### src/rtl/store_buffer.sv
// Posted-write store buffer: FIFO of core stores drained to data memory, with load forwarding.
// Optional build macro STORE_BUFFER_COALESCE_EN merges a store into the newest entry on a word match.
module store_buffer #(
  parameter int unsigned DEPTH = 4,
  parameter int unsigned AW    = 32,
  parameter int unsigned DW    = 32
) (
  input  logic          clk,
  input  logic          reset,
  input  logic          memwrite,
  input  logic [AW-1:0] dataaddr,
  input  logic [DW-1:0] writedata,
  output logic          stall,
  output logic          rd_hit,
  output logic [DW-1:0] rd_data,
  output logic          mem_we,
  output logic [AW-1:0] mem_addr,
  output logic [DW-1:0] mem_wdata,
  input  logic          mem_ready,
  output logic          empty
);

  localparam int unsigned PW = (DEPTH > 1) ? $clog2(DEPTH) : 1;
  localparam int unsigned CW = PW + 1;

  logic [AW-1:0] addr_q [DEPTH];
  logic [DW-1:0] data_q [DEPTH];
  logic [PW-1:0] head_q, tail_q;
  logic [CW-1:0] count_q;
  logic          full, pop, push, coalesce;

  assign full      = (count_q == CW'(DEPTH));
  assign empty     = (count_q == '0);
  assign mem_we    = !empty;
  assign mem_addr  = addr_q[head_q];
  assign mem_wdata = data_q[head_q];
  assign pop       = mem_we && mem_ready;

`ifdef STORE_BUFFER_COALESCE_EN
  logic [PW-1:0] newest;
  assign newest = tail_q - PW'(1);
  // A newest entry that is also the departing head cannot absorb the store.
  assign coalesce = memwrite && !empty
                 && (addr_q[newest][AW-1:2] == dataaddr[AW-1:2])
                 && !((newest == head_q) && pop);
`else
  assign coalesce = 1'b0;
`endif

  assign stall = full && memwrite && !coalesce;
  assign push  = memwrite && !stall && !coalesce;

  // Pointers and occupancy; pointers wrap naturally since DEPTH is a power of two.
  always_ff @(posedge clk or posedge reset) begin
    if (reset) begin
      head_q  <= '0;
      tail_q  <= '0;
      count_q <= '0;
    end else begin
      if (push) tail_q <= tail_q + PW'(1);
      if (pop)  head_q <= head_q + PW'(1);
      case ({push, pop})
        2'b10:   count_q <= count_q + CW'(1);
        2'b01:   count_q <= count_q - CW'(1);
        default: count_q <= count_q;
      endcase
    end
  end

  // Entry payloads carry no reset; validity comes from count_q.
  always_ff @(posedge clk) begin
    if (push) begin
      addr_q[tail_q] <= dataaddr;
      data_q[tail_q] <= writedata;
    end
`ifdef STORE_BUFFER_COALESCE_EN
    else if (coalesce) begin
      addr_q[newest] <= dataaddr;
      data_q[newest] <= writedata;
    end
`endif
  end

  // Scan oldest to youngest so the youngest match is the one left standing.
  always_comb begin
    logic [PW-1:0] idx;
    idx     = '0;
    rd_hit  = 1'b0;
    rd_data = '0;
    for (int unsigned i = 0; i < DEPTH; i++) begin
      idx = head_q + PW'(i);
      if ((CW'(i) < count_q) && (addr_q[idx][AW-1:2] == dataaddr[AW-1:2])) begin
        rd_hit  = 1'b1;
        rd_data = data_q[idx];
      end
    end
  end

endmodule

### config.mk
export PLATFORM = sky130hd
export DESIGN_NAME = store_buffer
export DESIGN_NICKNAME = d
export VERILOG_FILES = /design/src/rtl/store_buffer.sv
export SDC_FILE = /design/constraint.sdc
export NUM_CORES = 1
export LEC_CHECK = 0
export CAP_MARGIN = 20
export CORE_MARGIN = 2
export CORE_UTILIZATION = 63
export DETAILED_ROUTE_END_ITERATION = 7
export PLACE_DENSITY = 0.87
export SYNTH_ARGS = -nofsm -noshare
export SYNTH_HDL_FRONTEND = slang
export SYNTH_SLANG_ARGS = --single-unit
### constraint.sdc
create_clock -name clk -period 6 [get_ports clk]
set_input_delay 1.5 -clock clk [delete_from_list [all_inputs] [get_ports clk]]
set_output_delay 1.5 -clock clk [all_outputs]
set_load 0.005 [all_outputs]
==> impl_metrics.ini <==
[outcome]
status = finished, violations left
violations = DRC, setup timing

[sta]
min_period_ns = 6.01
hold_violations = 0
fmaxAchievable_ghz = 0.167
setup_viol = 1
finalCritPeriodShare_pct = 100
slew_headroom_pct = 24.5
rsz0062_at_grt = true
worst_pin_slew_ns = 1.13
holdWs_ns = 0.629
tns_ns = -0.00560
fin_worst_skew_ns = 0.0132
layout_setup_ws_ns = -0.00560
slew_viol_final = 0

[floorplan]
start_util_pct = 64.2
die_y_um = 167
die_area_um2 = 27900
io_pins = 168
core-area_um2 = 26100
chipWidth_um = 167
rows = 59

[logic_synthesis]
synth-edff-count = 256
synth-seq-cells = 263
syn_nets = 1475
yosys_warnings = 0
muxShareOfSynthArea_pct = 23.0
syn_avg_cell_area_um2 = 12.0
synth_fa_ha_area_share_pct = 0.673
synthCells = 1398
ys.flop_type = edfxtp_1
synth-async-reset-ratio_pct = 2.66
synth.cell_area_um2 = 16700
synth_xor_area_share_pct = 6.49
synth_top_family_by_area = multiplexers
synth_cell_types = 71
synth-simple-area-share_pct = 9.70
synth_compound_area_share_pct = 8.58
seq_area_frac_synth_pct = 47.0

[place]
place_inst = 1930
hpwl_um = 31700
placed_cell_area_um2 = 19400
io_buffers = 167
place_ws_ns = -0.357
gp_congestion = 0.995

[layout]
drive_gt1_share_pct = 18.0
syn2layout_area_growth_pct = 23.7
finalNonFillerCells = 2001
stdcell_area_um2 = 20700
nNetsFinal = 1720
mostFrequentLayoutCells = mux2i_1, edfxtp_1, buf_4
final_common_cell = mux2i_1

[worst_setup_path]
path_max_fanout = 7
crit_path_top_delay_cell = clkdlybuf4s50_1
critical_path_class = in2out
cp.required_ns = 4.50
reg2reg_depth = 5
reg2reg_slack_ns = 3.05
path_common_cell = buf_4
cp.arrival_ns = 4.51
crit_chain = clkdlybuf4s50_1, xnor2_2, nand2_1, or3_4, nor3_4, nand3_4, xnor2_4, buf_4, buf_16, buf_4, a2bb2oi_1, o2111ai_1, a31oi_1, dlygate4sd2_1
worst_setup_path_end_kind = output port
slowest_delay_ns = 0.50
crit_path_start_kind = input pin

[routing]
remaining_drc_errors = 1
vias = 13200
wl_per_cell_um = 24.1
drt_iter0_drc = 1354
wirelength_um = 48300
via_per_inst = 6.61
ant_nets = 0
firstDrtPassIters = 8

[hold_path]
min_path_cells = 2
hold_path_class = reg2reg

[clock_network]
ctsHoldBuffers = 0
path_clk_slew_ns = 0.06
cts_made_buffers = 28
clk_latency_ns = 0.57
cts_tree = built
h-tree-depth = 1
clock_path_buffers = 3
cts-root-buf = clkbuf_16
cts_sinks = 263

[run]
drv_cap = 0

[grt]
groute.usage.overall_pct = 33.3
met3_usage_pct = 5.92
grt_pass1_vias = 13000
grt_pass1_wl_um = 73000
grt-busiest-layer = met2
gr-total-overflow = 0
antenna_found_initial = 2
grtUsageMet1_pct = 44.4
grt_max_degree = 76
use_met2_pct = 55.8

[power]
vdd_drop_max_uv = 493
p_per_area_nw_per_um2 = 500
p_leak_nw = 8.08
==> critical path, delay by kind of cell <==
kind                   cells  cell delay, ns
AO/OA/AOI/OAI              3            0.46
AND/OR/NAND/NOR            4            0.86
XOR/XNOR                   2            0.42
buffers and inverters      5            1.25
==> kinds of logic after synthesis <==
logic type,count (synthesis)
AO/OA/AOI/OAI,204
AND/OR/NAND/NOR,311
buffers and inverters,129
flip-flops,263
multiplexers,358
XOR/XNOR,124
adder cells (fa/ha/maj),9
==> worst paths after layout <==
path / startpoint / to
hold / removal: tail_q[1] / tail_q[1]
hold reg to reg: tail_q[1] / tail_q[1]
setup / recovery: dataaddr[4] / rd_data[14]
setup reg to reg: count_q[0] / addr_q[3][17]
max in group asynchronous: reset / head_q[0]
min in group asynchronous: reset / count_q[1]
==> per-stage QoR <==
stage	util [%]	total power, mW
6_report	79.4	10.4
5_1_grt	79.4	10.7
4_1_cts	78.7	10.1
3_5_place_dp	74.5	8.23
3_3_place_gp	74.5	8.08
2_1_floorplan	-	6.32
==> flip-flops by register name, indices dropped and copies added, names as in the netlist <==
register,flops
tail_q,2
addr_q,128
count_q,3
head_q,2
data_q,128
==> final cells by class <==
| cell class | instances | area (um2) |
|---|---|---|
| Tap cell | 335 | 419 |
| Sequential cell | 263 | 7870 |
| Clock inverter | 22 | 190 |
| Multi-Input combinational cell | 1006 | 8330 |
| Antenna cell | 1 | 2.50 |
| Timing Repair Buffer | 331 | 3100 |
| Fill cell | 1504 | 5370 |
| Clock buffer | 30 | 728 |
| Inverter | 13 | 51.3 |
==> metal layers <==
layer,part of all wire (%),routed length [um],vias up
met5,0.027,13,-
met4,3.4,1620,2
met3,10,5050,126
met2,48,23200,814
met1,38,18400,6478
li1,-,-,5813
==> cells in the mapped netlist, types with 3 or more instances <==
library cell | count | area (um2)
a211oi_1 | 7 | 52.6
a21oi_1 | 58 | 290
a22oi_1 | 3 | 22.5
a2bb2oi_1 | 29 | 254
a2bb2oi_2 | 3 | 45.0
a31oi_1 | 33 | 206
and2_1 | 6 | 37.5
buf_1 | 17 | 63.8
buf_12 | 6 | 120
buf_2 | 27 | 135
buf_4 | 4 | 30.0
buf_6 | 15 | 169
clkbuf_1 | 45 | 169
dfrtp_1 | 7 | 175
edfxtp_1 | 256 | 7690
ha_1 | 9 | 113
inv_1 | 12 | 45.0
mux2_2 | 14 | 158
mux2i_1 | 323 | 3230
mux4_2 | 18 | 405
nand2_1 | 108 | 405
nand2b_1 | 62 | 388
nand3_1 | 34 | 170
nand4_1 | 18 | 113
nor2_1 | 25 | 93.8
nor2b_1 | 9 | 56.3
nor3_1 | 9 | 45.0
nor3b_1 | 3 | 22.5
nor4_1 | 16 | 100
nor4b_1 | 3 | 26.3
o2111ai_1 | 29 | 254
o21ai_0 | 13 | 65.1
o221ai_1 | 5 | 43.8
o22ai_1 | 5 | 31.3
or3_1 | 3 | 18.8
xnor2_1 | 91 | 797
xor2_1 | 33 | 289
==> where the power goes <==
group | switching (mW) | total, mW | leakage [nW] | internal, mW
registers | 0.247 | 2.69 | 2.43 | 2.44
logic | 3.16 | 5.92 | 5.21 | 2.77
clock network | 0.764 | 1.74 | 0.449 | 0.971
total | 4.17 | 10.3 | 8.08 | 6.18
==> repair_timing <==
item | 4_1_cts | 5_1_grt
cloned | 1 | 0
gates resized for setup | 70 | 34
setup endpoints to repair | 32 | 30
buffers inserted | 9 | 8
pin swaps | 31 | 21
Note: power is estimated with default switching activity, not from simulation.
